<file path="src/rtl/vend_dispense_if.sv">
// vend_dispense_if: handshake and delivery signals between the vending FSM, the dispenser and the coin hopper
// master (FSM/hopper side): drives req_valid, bev_code, change_amt, coin_ready
// slave (dispenser side):   drives req_ready, bev_deliver, bev_id, coin_valid, coin_code, done, err, residual
interface vend_dispense_if #(parameter int AMT_W = 16);
  logic req_valid;
  logic req_ready;
  logic [1:0] bev_code;
  logic [AMT_W-1:0] change_amt;
  logic bev_deliver;
  logic [1:0] bev_id;
  logic coin_valid;
  logic coin_ready;
  logic [2:0] coin_code;
  logic done;
  logic err;
  logic [AMT_W-1:0] residual;
  modport master (
    output req_valid, bev_code, change_amt, coin_ready,
    input req_ready, bev_deliver, bev_id, coin_valid, coin_code, done, err, residual
  );
  modport slave (
    input req_valid, bev_code, change_amt, coin_ready,
    output req_ready, bev_deliver, bev_id, coin_valid, coin_code, done, err, residual
  );
endinterface

</file>
<file path="src/rtl/vend_dispense_ctrl.sv">
// vend_dispense_ctrl: sequences beverage delivery then greedy coin change for one vend at a time
// clk, rst (synchronous, active-low); bus: vend request in, beverage pulse, coin token stream, done/err/residual out
module vend_dispense_ctrl #(
  parameter int BEV_DELAY = 10,
  parameter int CHG_DELAY = 20,
  parameter int AMT_W = 16
) (
  input logic clk,
  input logic rst,
  vend_dispense_if.slave bus
);
  localparam int MAXD = BEV_DELAY > CHG_DELAY ? BEV_DELAY : CHG_DELAY;
  localparam int CNT_W = $clog2(MAXD + 1);
  localparam logic [AMT_W-1:0] MIN_COIN = AMT_W'(5);
  typedef enum logic [2:0] {IDLE, BEV_WAIT, CHG_WAIT, CHG_OUT, FINISH} state_t;
  state_t state, state_n;
  logic [CNT_W-1:0] cnt, cnt_n;
  logic [AMT_W-1:0] rem, rem_n;
  logic [1:0] code, code_n;
  logic bev_fire;
  function automatic logic [2:0] denom(input logic [AMT_W-1:0] a);
    return a >= AMT_W'(200) ? 3'd6 : a >= AMT_W'(100) ? 3'd5 : a >= AMT_W'(50) ? 3'd4 :
           a >= AMT_W'(20) ? 3'd3 : a >= AMT_W'(10) ? 3'd2 : a >= MIN_COIN ? 3'd1 : 3'd0;
  endfunction
  function automatic logic [AMT_W-1:0] coin_value(input logic [2:0] c);
    return c == 3'd6 ? AMT_W'(200) : c == 3'd5 ? AMT_W'(100) : c == 3'd4 ? AMT_W'(50) :
           c == 3'd3 ? AMT_W'(20) : c == 3'd2 ? AMT_W'(10) : c == 3'd1 ? MIN_COIN : '0;
  endfunction
  // The BEV_WAIT counter runs BEV_DELAY-1 down to 0; the pulse occupies the cycle where it sits at 0.
  always_comb begin
    state_n = state;
    cnt_n = cnt;
    rem_n = rem;
    code_n = code;
    case (state)
      IDLE: if (bus.req_valid) begin
        code_n = bus.bev_code;
        rem_n = bus.change_amt;
        state_n = bus.bev_code != 2'd0 ? BEV_WAIT : bus.change_amt >= MIN_COIN ? CHG_WAIT : FINISH;
        cnt_n = bus.bev_code != 2'd0 ? CNT_W'(BEV_DELAY - 1) : CNT_W'(CHG_DELAY - 1);
      end
      BEV_WAIT: begin
        cnt_n = cnt == '0 ? CNT_W'(CHG_DELAY - 1) : cnt - CNT_W'(1);
        if (cnt == '0) state_n = rem >= MIN_COIN ? CHG_WAIT : FINISH;
      end
      CHG_WAIT: begin
        cnt_n = cnt == '0 ? '0 : cnt - CNT_W'(1);
        if (cnt == '0) state_n = CHG_OUT;
      end
      CHG_OUT: if (bus.coin_ready) begin
        rem_n = rem - coin_value(bus.coin_code);
        if (rem_n < MIN_COIN) state_n = FINISH;
      end
      FINISH: state_n = IDLE;
      default: state_n = IDLE;
    endcase
    bev_fire = state_n == BEV_WAIT && cnt_n == '0;
  end
  // Outputs are registered from next-state values so they line up with the state they describe.
  always_ff @(posedge clk) begin
    if (!rst) begin
      state <= IDLE;
      cnt <= '0;
      rem <= '0;
      code <= '0;
      bus.req_ready <= 1'b1;
      bus.bev_deliver <= 1'b0;
      bus.bev_id <= 2'd0;
      bus.coin_valid <= 1'b0;
      bus.coin_code <= 3'd0;
      bus.done <= 1'b0;
      bus.err <= 1'b0;
      bus.residual <= '0;
    end else begin
      state <= state_n;
      cnt <= cnt_n;
      rem <= rem_n;
      code <= code_n;
      bus.req_ready <= state_n == IDLE;
      bus.bev_deliver <= bev_fire;
      bus.bev_id <= bev_fire ? code_n : 2'd0;
      bus.coin_valid <= state_n == CHG_OUT;
      bus.coin_code <= state_n == CHG_OUT ? denom(rem_n) : 3'd0;
      bus.done <= state_n == FINISH;
      bus.err <= state_n == FINISH && rem_n != '0;
      bus.residual <= state_n == FINISH ? rem_n : '0;
    end
  end
endmodule

</file>
<file path="src/flat_wrapper.sv">
// flat-port wrapper written by rule: the top's interface ports become plain ports
module vend_dispense_ctrl_flat 
#(
  parameter int BEV_DELAY = 10,
  parameter int CHG_DELAY = 20,
  parameter int AMT_W = 16
)
  (clk, rst, bus_req_valid, bus_bev_code, bus_change_amt, bus_coin_ready, bus_req_ready, bus_bev_deliver, bus_bev_id, bus_coin_valid, bus_coin_code, bus_done, bus_err, bus_residual);
  vend_dispense_if #(.AMT_W(AMT_W)) bus_i ();
  input logic clk;
  input logic rst;
  input wire logic [$bits(bus_i.req_valid)-1:0] bus_req_valid;
  input wire logic [$bits(bus_i.bev_code)-1:0] bus_bev_code;
  input wire logic [$bits(bus_i.change_amt)-1:0] bus_change_amt;
  input wire logic [$bits(bus_i.coin_ready)-1:0] bus_coin_ready;
  output wire logic [$bits(bus_i.req_ready)-1:0] bus_req_ready;
  output wire logic [$bits(bus_i.bev_deliver)-1:0] bus_bev_deliver;
  output wire logic [$bits(bus_i.bev_id)-1:0] bus_bev_id;
  output wire logic [$bits(bus_i.coin_valid)-1:0] bus_coin_valid;
  output wire logic [$bits(bus_i.coin_code)-1:0] bus_coin_code;
  output wire logic [$bits(bus_i.done)-1:0] bus_done;
  output wire logic [$bits(bus_i.err)-1:0] bus_err;
  output wire logic [$bits(bus_i.residual)-1:0] bus_residual;
  assign bus_i.req_valid = bus_req_valid;
  assign bus_i.bev_code = bus_bev_code;
  assign bus_i.change_amt = bus_change_amt;
  assign bus_i.coin_ready = bus_coin_ready;
  assign bus_req_ready = bus_i.req_ready;
  assign bus_bev_deliver = bus_i.bev_deliver;
  assign bus_bev_id = bus_i.bev_id;
  assign bus_coin_valid = bus_i.coin_valid;
  assign bus_coin_code = bus_i.coin_code;
  assign bus_done = bus_i.done;
  assign bus_err = bus_i.err;
  assign bus_residual = bus_i.residual;
  vend_dispense_ctrl #(.BEV_DELAY(BEV_DELAY), .CHG_DELAY(CHG_DELAY), .AMT_W(AMT_W)) u_core (.clk(clk), .rst(rst), .bus(bus_i));
endmodule
</file>
<file path="config.mk">
export PLATFORM = sky130hd
export DESIGN_NAME = vend_dispense_ctrl_flat
export DESIGN_NICKNAME = d
export VERILOG_FILES = /design/src/rtl/vend_dispense_if.sv /design/src/rtl/vend_dispense_ctrl.sv /design/src/flat_wrapper.sv
export SDC_FILE = /design/constraint.sdc
export NUM_CORES = 1
export LEC_CHECK = 0
export BUFFER_PORTS_ARGS = -buffer_cell sky130_fd_sc_hd__buf_4
export CELL_PAD_IN_SITES_DETAIL_PLACEMENT = 0
export CELL_PAD_IN_SITES_GLOBAL_PLACEMENT = 2
export CORE_ASPECT_RATIO = 1.4
export CORE_MARGIN = 4
export CORE_UTILIZATION = 37
export CTS_BUF_LIST = sky130_fd_sc_hd__clkbuf_16
export CTS_CLUSTER_SIZE = 28
export DETAILED_ROUTE_END_ITERATION = 8
export PLACE_DENSITY_LB_ADDON = 0.1
export SETUP_SLACK_MARGIN = 0.4
export SLEW_MARGIN = 20
export SYNTH_ARGS = -nofsm -noshare
export SYNTH_HDL_FRONTEND = slang
export SYNTH_SLANG_ARGS = --single-unit
</file>
<file path="constraint.sdc">
create_clock -name clk -period 5.7 [get_ports clk]
set_input_delay 0.855 -clock clk [delete_from_list [all_inputs] [get_ports clk]]
set_output_delay 0.855 -clock clk [all_outputs]
set_load 0.02 [all_outputs]
</file>
==> reports/qor.csv <==
stage,metric,value,unit
detailed_routing,DRT iter0 DRCs,178,
synth,Synth area leader,dfxtp_1,
power_and_ir_drop,Flop pwr share,0.255,
synth,complex-gate fraction of the synthesized area,0.252,
clocking,post-CTS setup buffer count,0,
sta,Hold Fails Final Rpt,0,
synth,Main synth FF type,dfxtp_1,
clocking,CTS H-Tree Depth,2,
die,Rows,40,
synth,largest family of logic cells by synthesized area,simple AND/OR/NAND/NOR gates,
finish,fillers,886,
grt,grt total ovfl,0,
power_and_ir_drop,Internal,0.00111,W
sta,measured slew at the worst slew-check pin,0.956,ns
grt,vias in the first global route,3213,
clocking,total clock sinks,52,
synth,sequential fraction of the synthesis area,0.320,
die,I/O pins,48,
synth,synth unique cells,80,
die,Starting Density,0.380,
detailed_routing,WL/cell,18.9,um
critical_path,WS Path Type,flop to flop,
detailed_routing,Routed Antenna Nets,0,
synth,Post-Syn Area per Cell,8.47,um^2
status,outcome,"finished, final reports clean",
detailed_routing,DRC,0,
place,DP HPWL,7840,um
sta,clk_skew,0.00508,ns
synth,number of synthesized flops with an enable pin,0,
place,RD Place Congestion,0.964,
critical_path,Worst EP arrival,4.01,ns
synth,post-synthesis register bit count,52,
synth,simple-gate area share of the yosys netlist,0.283,
synth,YS warnings,0,
critical_path,Required @ worst endpoint,5.86,ns
finish,layout cell share with drive strength beyond 1,0.191,
clocking,# resized after CTS,0,
clocking,clock slew at reported path FFs,0.08,ns
sta,RSZ-0062 raised after global routing,no,
clocking,CTS Hold Bufs,0,
clocking,maximum buffer depth of the clock tree,2,
power_and_ir_drop,Switch Pwr,0.00102,W
synth,share of the synthesized area in the top cell type,0.320,
finish,Finished Layout Cells,539,
grt,total track usage,0.202,
detailed_routing,drt pass-1 iters,5,
die,Die Y,119,um
detailed_routing,Via Count,3128,
synth,Synth async-reset ratio,0,
synth,mux share of post-synthesis cell area,0.0254,
place,Port Buffers,47,
clocking,CTS tree,done,
synth,Mapped Cells,384,
sta,max-slew violation count,0,
finish,nets,466,
grt,initial antenna violation count,0,
die,die area,10400,um^2
power_and_ir_drop,VDD IR max,0.257,mV
critical_path,Worst Setup End Kind,flop,
die,core box area,8560,um^2
synth,Post-Synth Adder-Cell Area,0.0446,
finish,area delta synth->final,18.3,%
clocking,TritonCTS Buffers,5,
power_and_ir_drop,leakage power,1.56,nW
grt,largest net degree at the start of global routing,24,
detailed_routing,Total Wirelength,10200,um
place,Inst Count DP,531,
critical_path,Setup crit start kind,flop,
die,Die X,87.2,um
sta,Final min period,3.84,ns
power_and_ir_drop,P per Cell Area,554,nW/um^2
detailed_routing,vias per cell,5.80,
power_and_ir_drop,switch share,0.479,
power_and_ir_drop,clock share of power,0.150,
synth,xor-xnor portion of the synthesized cell area,0.0189,
synth,most frequent cell after synthesis,dfxtp_1,
sta,setup violators final,0,
sta,slew margin rel.,0.363,
min_path,worst min path class,flop to flop,
sta,setup tns final,0,ns
critical_path,largest fanout on the critical path,12,
clocking,Root Buffer,clkbuf_16,
sta,fin crit share,0.674,
synth,Synth top cells by count,"52 x dfxtp_1, 43 x nor2_1, 23 x nand2_1",
finish,Diodes inserted,0,
grt,first-pass GRT wire length,16500,um
flow_run,max cap viols,0,
synth,"top cells by area, synth","dfxtp_1 32%, nor2_1 5.0%, ha_1 3.8%",
clocking,latest clock arrival within the worst-skew pair,0.29,ns
synth,Post-Synthesis Cell Area,3250,um^2
power_and_ir_drop,Comb pwr share,0.595,
sta,fmax,0.260,GHz
==> power by group through the flow <==
stage          clock network (W)  registers (W)  logic [W]
2_1_floorplan                  0       0.000503   0.000997
3_3_place_gp                   0       0.000552    0.00126
3_5_place_dp                   0       0.000552    0.00125
4_1_cts                 0.000331       0.000543    0.00126
5_1_grt                 0.000345       0.000561    0.00139
6_report                0.000321       0.000544    0.00127
==> cells in the final DEF (no fill, tap or decap), types with 6 or more instances in the layout <==
cell / netlist / layout
dfxtp_1: 52 / 52
and3_1: 6 / 6
nand4_1: 9 / 9
nand3_1: 10 / 10
a31oi_1: 9 / 9
a21oi_1: 19 / 19
buf_4: 3 / 51
mux2i_1: 6 / 6
nor2_1: 43 / 43
nor3_1: 12 / 12
a22o_1: 6 / 6
and2_1: 9 / 9
nand2b_1: 9 / 9
ha_1: 10 / 10
inv_1: 14 / 14
conb_1: 1 / 13
nand2_1: 23 / 23
o21ai_0: 20 / 20
==> through the flow <==
| stage | instance area, um^2 | hold slack, ns | worst slack, ns | utilization | power, W |
|---|---|---|---|---|---|
| 2_1_floorplan | 3300 | 0.456 | 2.46 | - | 0.00150 |
| 3_3_place_gp | 3690 | 0.473 | 1.88 | 0.431 | 0.00181 |
| 3_5_place_dp | 3690 | 0.477 | 1.89 | 0.431 | 0.00180 |
| 4_1_cts | 3850 | 0.496 | 1.85 | 0.450 | 0.00214 |
| 5_1_grt | 3850 | 0.539 | 1.63 | 0.450 | 0.00229 |
| 6_report | 3850 | 0.490 | 1.86 | 0.450 | 0.00213 |
==> path summary, 6_finish.rpt <==
path	to	slack, ns	from	cells after the start
worst max-delay path	u_core.bus.coin_code[1]$_SDFF_PN0_	1.86	u_core.bus.coin_code[1]$_SDFF_PN0_	11
worst min register to register	u_core.code[0]$_SDFF_PN0_	0.49	u_core.code[0]$_SDFF_PN0_	2
worst min-delay path	u_core.code[0]$_SDFF_PN0_	0.49	u_core.code[0]$_SDFF_PN0_	2
worst max register to register	u_core.bus.coin_code[1]$_SDFF_PN0_	1.86	u_core.bus.coin_code[1]$_SDFF_PN0_	11
==> cell type report <==
class	instances	area, um^2	area share
multi-input combinational	308	2080	0.540
sequential	52	1040	0.271
timing repair buffer	51	383	0.0995
tap	105	131	0.0341
clock buffer	5	125	0.0325
inverter	15	56.3	0.0146
clock inverter	3	33.8	0.00878
==> flip-flops by register name (all words and copies together) (netlist names) <==
name / cells
u_core.bus.residual: 16
u_core.rem: 16
u_core.cnt: 5
u_core.bus.coin_code: 3
u_core.state: 3
u_core.bus.bev_id: 2
u_core.code: 2
u_core.bus.bev_deliver: 1
u_core.bus.coin_valid: 1
u_core.bus.done: 1
u_core.bus.err: 1
u_core.bus.req_ready: 1
==> critical path: stages, from the launching register on <==
cell	delay [ns]
dfxtp_1	0.44
nand2_1	0.10
or2_2	0.29
ha_1	0.50
nor4b_1	0.44
o21ai_0	0.22
a21oi_2	0.33
mux2_1	0.36
o31a_1	0.33
or3_1	0.40
a21oi_2	0.24
a211oi_1	0.07
==> cell families (layout without fill, tap and decap cells) <==
| kind of cell | count (synthesis) | count (layout) |
|---|---|---|
| AOI/OAI and AO/OA | 109 | 109 |
| xor gates and xnor gates | 7 | 7 |
| adders and majority gates | 11 | 11 |
| buffers and inverters | 36 | 74 |
| DFF | 52 | 52 |
| muxes | 8 | 8 |
| other | 1 | 13 |
| and+or+nand+nor | 160 | 160 |
==> layer usage <==
metal  part of all wire  global-route usage
met1               0.41               0.238
met2               0.50               0.350
met3              0.046              0.0325
met4              0.034              0.0940
met5                  0                   0
Power figures use the tool's default switching activity.
